===== config.mk =====
export PLATFORM = sky130hd
export DESIGN_NAME = uart_irq_ctrl
export DESIGN_NICKNAME = d
export VERILOG_FILES = /design/src/rtl/uart_pkg.sv /design/src/rtl/uart_irq_edge_det.sv /design/src/rtl/uart_irq_ctrl.sv
export SDC_FILE = /design/constraint.sdc
export NUM_CORES = 1
export LEC_CHECK = 0
export ABC_AREA = 1
export BUFFER_PORTS_ARGS = -buffer_cell sky130_fd_sc_hd__buf_2
export CORE_MARGIN = 1
export CORE_UTILIZATION = 45
export DETAILED_ROUTE_END_ITERATION = 12
export PLACE_DENSITY = 0.82
export SYNTH_ARGS = -nofsm -noshare
export SYNTH_HDL_FRONTEND = slang
export SYNTH_SLANG_ARGS = --single-unit

===== constraint.sdc =====
create_clock -name pclk -period 2.75 [get_ports pclk]
set_clock_uncertainty 0.15 [all_clocks]
set_input_delay 0.6875 -clock pclk [delete_from_list [all_inputs] [get_ports pclk]]
set_output_delay 0.6875 -clock pclk [all_outputs]
set_load 0.005 [all_outputs]

===== src/rtl/uart_pkg.sv =====
// Shared UART constants and types: interrupt source layout and the 32-bit IRQ register view.
package uart_pkg;

  localparam int         IRQ_NUM_SRC        = 9;
  localparam logic [8:0] IRQ_LEVEL_SRC_MASK = 9'h028;

  localparam int IRQ_TX_DONE        = 0;
  localparam int IRQ_RX_DONE        = 1;
  localparam int IRQ_DFIFO_FULL     = 2;
  localparam int IRQ_DFIFO_EMPTY    = 3;
  localparam int IRQ_UFIFO_FULL     = 4;
  localparam int IRQ_UFIFO_NOT_EMPTY = 5;
  localparam int IRQ_UART_PARITY    = 6;
  localparam int IRQ_UART_OVERRUN   = 7;
  localparam int IRQ_UART_BAD_FRAME = 8;

  typedef struct packed {
    logic [22:0]            rsvd;
    logic [IRQ_NUM_SRC-1:0] bits;
  } uart_irq_regs_t;

  // Upper bits of the bus view always read as zero.
  function automatic uart_irq_regs_t irq_reg_view(input logic [IRQ_NUM_SRC-1:0] bits);
    uart_irq_regs_t v;
    v.rsvd = '0;
    v.bits = bits;
    return v;
  endfunction

endpackage


===== src/rtl/uart_irq_edge_det.sv =====
// Turns raw UART event sources into single-cycle triggers: level sources on their rising edge, pulse sources as-is.
module uart_irq_edge_det
  import uart_pkg::*;
#(
  parameter int                 NUM_SRC   = IRQ_NUM_SRC,
  parameter logic [NUM_SRC-1:0] LEVEL_SRC = IRQ_LEVEL_SRC_MASK
) (
  input  logic               pclk,
  input  logic               presetn,
  input  logic [NUM_SRC-1:0] src_i,
  output logic [NUM_SRC-1:0] trig_o
);

  logic [NUM_SRC-1:0] r_src_q;
  logic [NUM_SRC-1:0] w_rise;

  // Cleared by reset so a level source already high at release counts as an edge.
  always_ff @(posedge pclk) begin
    if (!presetn) r_src_q <= '0;
    else          r_src_q <= src_i;
  end

  assign w_rise = src_i & ~r_src_q;
  assign trig_o = (LEVEL_SRC & w_rise) | (~LEVEL_SRC & src_i);

endmodule


===== src/rtl/uart_irq_ctrl.sv =====
// UART interrupt controller: enable/mask registers, sticky W1C event register and a registered host IRQ line.
module uart_irq_ctrl
  import uart_pkg::*;
#(
  parameter int                 NUM_SRC   = IRQ_NUM_SRC,
  parameter logic [NUM_SRC-1:0] LEVEL_SRC = IRQ_LEVEL_SRC_MASK
) (
  input  logic               pclk,
  input  logic               presetn,
  input  logic [NUM_SRC-1:0] src_i,
  input  logic               en_wr_i,
  input  logic               mask_wr_i,
  input  logic               evt_clr_i,
  input  logic [NUM_SRC-1:0] wdata_i,
  output logic [NUM_SRC-1:0] irq_en_o,
  output logic [NUM_SRC-1:0] irq_mask_o,
  output logic [NUM_SRC-1:0] irq_event_o,
  output logic               irq_o
);

  logic [NUM_SRC-1:0] r_en;
  logic [NUM_SRC-1:0] r_mask;
  logic [NUM_SRC-1:0] r_event;
  logic               r_irq;

  logic [NUM_SRC-1:0] w_trig;
  logic [NUM_SRC-1:0] w_clr;
  logic [NUM_SRC-1:0] w_event_nxt;
  logic [NUM_SRC-1:0] w_mask_nxt;

  uart_irq_edge_det #(
    .NUM_SRC   (NUM_SRC),
    .LEVEL_SRC (LEVEL_SRC)
  ) u_edge_det (
    .pclk    (pclk),
    .presetn (presetn),
    .src_i   (src_i),
    .trig_o  (w_trig)
  );

  // Set wins over clear; triggers are gated by the enable value before any same-cycle write.
  assign w_clr       = evt_clr_i ? wdata_i : '0;
  assign w_event_nxt = (r_event & ~w_clr) | (w_trig & r_en);
  assign w_mask_nxt  = mask_wr_i ? wdata_i : r_mask;

  always_ff @(posedge pclk) begin
    if (!presetn) begin
      r_en    <= '0;
      r_mask  <= '0;
      r_event <= '0;
      r_irq   <= 1'b0;
    end else begin
      if (en_wr_i)   r_en   <= wdata_i;
      if (mask_wr_i) r_mask <= wdata_i;
      r_event <= w_event_nxt;
      r_irq   <= |(w_event_nxt & ~w_mask_nxt);
    end
  end

  assign irq_en_o    = r_en;
  assign irq_mask_o  = r_mask;
  assign irq_event_o = r_event;
  assign irq_o       = r_irq;

endmodule


==> key figures, run 1 <==
Setup path
  – Crit path launch type: register
  – Critical Path End Type: primary output
  – CP peak stage delay: 370 ps
  – Worst r2r src: irq_en_o[6]
  – Worst Path Buf+Inv: 1
  – Arr. time, crit path: 810 ps
  – Crit Path Max Fanout: 3
  – WS Path Type: register to primary output
  – Critical path's top delay family: flip-flops
  – Worst reg2reg path depth: 8
  – Flop-to-flop setup slack: 1540 ps
  – Critical Path RT: 1910 ps
  – Worst-path cell chain: buf_2
  – Max stage delay cell, worst path: dfxtp_1
  – Worst R2R End: irq_o

STA
  – Fin crit period: 1640 ps
  – Setup TNS: 0 ps
  – Worst-Margin Slew: 523 ps
  – Relative slew slack: 0.649
  – Final setup viols: 0
  – RSZ-0062 raised after global routing: no
  – PnR worst setup slack: 1110 ps
  – Period utilization: 0.597
  – Maximum clock frequency: 609 MHz
  – Final hold violations: 0
  – Max-slew violations: 0
  – Worst hold margin: 334 ps

Synth
  – Most frequent cell after synthesis: nand2_1
  – Yosys cell types: 15
  – Sequential element share of the synthesized area: 0.502
  – Largest cells by area after synthesis: dfxtp_1, nand2_1, a21oi_1
  – Synth top cells by count: nand2_1, dfxtp_1, inv_1
  – Synth Cell Area: 1200 um2
  – Primary FF master, synth: dfxtp_1
  – Largest family of logic cells by synthesized area: simple AND/OR/NAND/NOR gates
  – Adder-cell share of the synthesized area: 0
  – Mux contribution to synthesized area: 0
  – Warnings from Yosys: 0
  – Post-Synthesis Cells: 171
  – Post-synth top area cell: dfxtp_1
  – Simple-gate portion of the synthesized area: 0.255
  – Syn Area/Cell: 7.00 um2
  – EDFF count, synth: 0
  – Syn nets: 194
  – Synthesized flop and latch total: 30
  – Post-synthesis xor/xnor area fraction: 0
  – Post-synth top area share: 0.502
  – Post-synthesis compound-gate area fraction: 0.141
  – Fraction of registers with async set/reset: 0

Clocking
  – Reg clk slew, reported paths: 90 ps
  – Max Root-Sink Buffers: 2
  – Root Driver: clkbuf_4
  – CTS tree: yes
  – H-tree depth: 2
  – Clk_lat worst skew: 310 ps
  – Post-CTS Hold Buffers: 0
  – Setup repair bufs after CTS: 0
  – Cts bufs inserted: 5
  – Cts repair resizes: 0
  – Sink Count: 30

Die
  – Die area: 2870 um2
  – I/O pins: 51
  – Core area: 2500 um2
  – Die Width: 53.6 um
  – Row count: 18
  – Die height: 53.6 um
  – Initial Utilization: 0.479

Finish
  – P&R area growth vs syn: 25.3%
  – Filler cells: 260
  – Core Util, Final: 0.600
  – Layout cells sized above 1: 0.262
  – Nets: 245
  – Diode count: 0

Detailed routing
  – WL/cell: 10.6 um
  – DRC violations left: 0
  – Post-route ant nets: 0
  – Detailed-route via count: 1184
  – Vias/cell: 4.72
  – WL final: 2660 um
  – DR iter-0 viols: 17
  – Drt first pass iters: 4

Global route
  – Initial antenna violation count: 0
  – First-pass GRT wire length: 4180 um
  – GRT Residual Overflow: 0
  – Vias in the first global route: 997
  – Largest net degree at the start of global routing: 19
  – All-Layer GR Usage: 0.209

Placed design
  – Final GP Congestion: 0.745
  – Port Buffers: 50
  – DP Worst Slack: 801 ps
  – Post-DP HPWL: 1940 um

Worst hold path
  – Hold_sp: irq_event_o[4]
  – Worst Hold Endpoint: irq_event_o[4]
  – Hold path depth: 2
  – HP Class: register to register

Power
  – Leakage: 0.855 nW
  – IR drop worst, VDD: 0.455 mV
  – Power per cell area: 567 nW/um2

Flow run
  – Max-Cap Viols: 0

Status
  – Status: finished clean
==> state kept, by name, summed over array words and instances (netlist names) <==
| name | flops |
|---|---|
| irq_mask_o | 9 |
| u_edge_det.r_src_q | 2 |
| irq_en_o | 9 |
| irq_event_o | 9 |
| irq_o | 1 |
==> cell type report <==
type                       instances  area (um2)  area share
multi-input combinational        112         474       0.316
timing repair buffer              50         250       0.167
clock buffer                       6        51.3      0.0342
tap                               30        37.5      0.0250
inverter                          23        86.3      0.0575
sequential                        30         601       0.400
==> routing by layer <==
metal  share of wire  track usage
met5               0            0
met4           0.014        0.105
met3           0.054       0.0508
met2            0.47        0.333
met1            0.46        0.260
==> placed cells by master (no fill, tap or decap) <==
cell	n
nand2_2	1
nand3b_1	1
o21ai_0	13
dfxtp_1	30
nand2_1	64
nor2_1	11
nand3_1	2
a21oi_1	19
clkinv_1	1
o21ai_2	1
inv_1	22
buf_2	50
clkbuf_8	1
clkbuf_4	5
==> metrics by stage <==
stage	area (um2)	cells	total power [mW]
after floorplan	1200	171	0.557
after global placement	1450	245	0.609
after detailed placement	1450	245	0.612
after CTS	1500	251	0.860
after global routing	1500	251	0.897
final	1500	251	0.851
==> logic make-up (layout without fill, tap and decap cells) <==
kind of cell,Yosys count,count (layout)
buffers and inverters,29,79
and+or+nand+nor,79,79
DFF,30,30
AOI/OAI and AO/OA,33,33
==> worst max path at each step <==
stage               cells after the start        start           to
floorplan                              10    evt_clr_i        irq_o
global placement                       10    mask_wr_i        irq_o
detailed placement                     10    mask_wr_i        irq_o
CTS                                     1  irq_en_o[8]  irq_en_o[8]
global route                           10    mask_wr_i        irq_o
finish                                  1  irq_en_o[5]  irq_en_o[5]
==> power breakdown <==
| part | total, mW | switching [mW] | internal (mW) |
|---|---|---|---|
| logic | 0.124 | 0.0700 | 0.0538 |
| clock network | 0.250 | 0.135 | 0.115 |
| registers | 0.477 | 0.0147 | 0.462 |
No activity file was read; power rests on OpenSTA's default activity.
==> run 2: changes to the inputs <==
Settings changed: CORE_UTILIZATION 45 to 41, PLACE_DENSITY 0.82 to 0.79.
Clock period 2.75 ns to 1.3 ns, I/O delays scaled along.
==> key figures, run 2 (synthesis results as in run 1) <==
Clocking
  – Root Driver: clkbuf_4
  – Reg clk slew, reported paths: 90 ps
  – Setup repair bufs after CTS: 0
  – Clk_lat worst skew: 330 ps
  – CTS tree: yes
  – Post-CTS Hold Buffers: 0
  – Sink Count: 30
  – H-tree depth: 2
  – Max Root-Sink Buffers: 2
  – Cts bufs inserted: 5

Status
  – Status: finished clean

Detailed routing
  – Detailed-route via count: 1268
  – WL/cell: 10.6 um
  – WL final: 2830 um
  – DRC violations left: 0
  – Post-route ant nets: 0
  – DR iter-0 viols: 13
  – Vias/cell: 4.73
  – Drt first pass iters: 4

Setup path
  – Crit path capture: irq_event_o[2]
  – Origin of the worst setup path: irq_event_o[2]
  – Worst Path Buf+Inv: 1
  – Max stage delay cell, worst path: dfxtp_1
  – CP peak stage delay: 350 ps
  – Arr. time, crit path: 790 ps
  – Worst-path cell chain: buf_2
  – Critical path's top delay family: flip-flops
  – Stages on the worst setup path: 1
  – Worst reg2reg path depth: 9
  – WS Path Type: register to primary output
  – Worst r2r src: irq_mask_o[7]
  – Flop-to-flop setup slack: 160 ps
  – Critical Path End Type: primary output
  – Critical Path RT: 820 ps
  – Worst R2R End: irq_o
  – Crit path launch type: register
  – Crit Path Max Fanout: 2

STA
  – Relative slew slack: 0.806
  – Max-slew violations: 0
  – RSZ-0062 raised after global routing: yes
  – Period utilization: 0.971
  – Fin crit period: 1260 ps
  – Final hold violations: 0
  – Maximum clock frequency: 792 MHz
  – Worst-Margin Slew: 290 ps
  – Final setup viols: 0

Finish
  – Diode count: 0
  – Cell Count, Final, Fillers Out: 268
  – Nets: 260
  – Layout cells sized above 1: 0.376
  – Most common cell after layout, fill and taps aside: nand2_1
  – Most frequent cells in the layout: nand2_1, buf_2, inv_1
  – Core Util, Final: 0.600
  – P&R area growth vs syn: 38.2%
  – Filler cells: 277

Die
  – Die area: 3140 um2
  – Initial Utilization: 0.434
  – I/O pins: 51
  – Row count: 19
  – Die Width: 56.0 um
  – Core area: 2760 um2
  – Die height: 56.0 um

Power
  – Leakage: 0.935 nW
  – Sw power: 487 uW
  – Power per cell area: 1110 nW/um2
  – Logic pwr share: 0.172
  – Sw Ratio: 0.266
  – Fraction of power consumed by sequential logic: 0.554
  – Int Pwr: 1.34 mW
  – IR drop worst, VDD: 0.865 mV
  – Clock power frac: 0.273

Placed design
  – Post-DP HPWL: 2070 um
  – Port Buffers: 50
  – Placed cell count: 261
  – Final GP Congestion: 0.747

Global route
  – Largest net degree at the start of global routing: 19
  – All-Layer GR Usage: 0.196
  – GRT Residual Overflow: 0
  – Initial antenna violation count: 0
  – Vias in the first global route: 1077
  – First-pass GRT wire length: 4730 um

Worst hold path
  – HP Class: input pin to register

Flow run
  – Max-Cap Viols: 0
==> run 2: cell types whose count changed in the layout (fill, tap and decap cells not counted), sizes merged <==
cell,before,now
buf,50,65
clkbuf,6,7
==> run 2: worst reg2reg max path, delay by kind of cell, from the launching register on <==
kind,cells,cell delay (ps)
DFF,1,340
buffers and inverters,2,70
and+or+nand+nor,7,490
==> run 2: repair_timing <==
| item | in CTS | in global routing |
|---|---|---|
| gates resized for setup | 0 | 17 |
| hold endpoints to repair | 0 | 0 |
| endpoints found under the setup margin | 0 | 17 |
==> run 2: stage by stage <==
step                      TNS (ps)  hold slack [ps]  worst slack, ps  total power, mW  area, um2
after CTS                        0             32.0             5.84             1.84       1630
after floorplan                  0              268             89.1             1.18       1200
after detailed placement      -165              329             -165             1.34       1590
after global routing         -7.61             39.2            -3.84             1.95       1660
after global placement        -168              318             -168             1.34       1590
final                            0             42.5             37.2             1.83       1660
==> run 2: routing by layer <==
metal,vias up,share of wire,global-route usage
li1,661,-,-
met1,560,0.48,0.243
met2,37,0.44,0.301
met3,10,0.062,0.0767
met4,0,0.024,0.0871
met5,-,0,0
==> run 2: worst min-delay path by stage <==
stage              startpoint               endpoint  slack (ps)  cells after the start
2_1_floorplan        src_i[3]  u_edge_det.r_src_q[3]         270                      2
3_3_place_gp   irq_event_o[8]         irq_event_o[8]         320                      2
3_5_place_dp   irq_event_o[8]         irq_event_o[8]         330                      2
4_1_cts              src_i[5]  u_edge_det.r_src_q[5]          30                      3
5_1_grt              src_i[3]  u_edge_det.r_src_q[3]          40                      3
6_report             src_i[5]  u_edge_det.r_src_q[5]          40                      3
==> run 2: cell type report <==
| class | instances | area (um2) | area share |
|---|---|---|---|
| timing repair buffer | 65 | 388 | 0.234 |
| tap | 31 | 38.8 | 0.0234 |
| sequential | 30 | 621 | 0.375 |
| inverter | 23 | 86.3 | 0.0522 |
| multi-input combinational | 112 | 477 | 0.288 |
| clock buffer | 7 | 45.0 | 0.0272 |
==> run 2: power groups by stage <==
stage | clock [mW] | combinational (mW) | sequential, mW
after floorplan | 0 | 0.144 | 1.03
after global placement | 0 | 0.310 | 1.03
after detailed placement | 0 | 0.313 | 1.03
after CTS | 0.512 | 0.315 | 1.01
after global routing | 0.565 | 0.362 | 1.02
final | 0.500 | 0.315 | 1.01
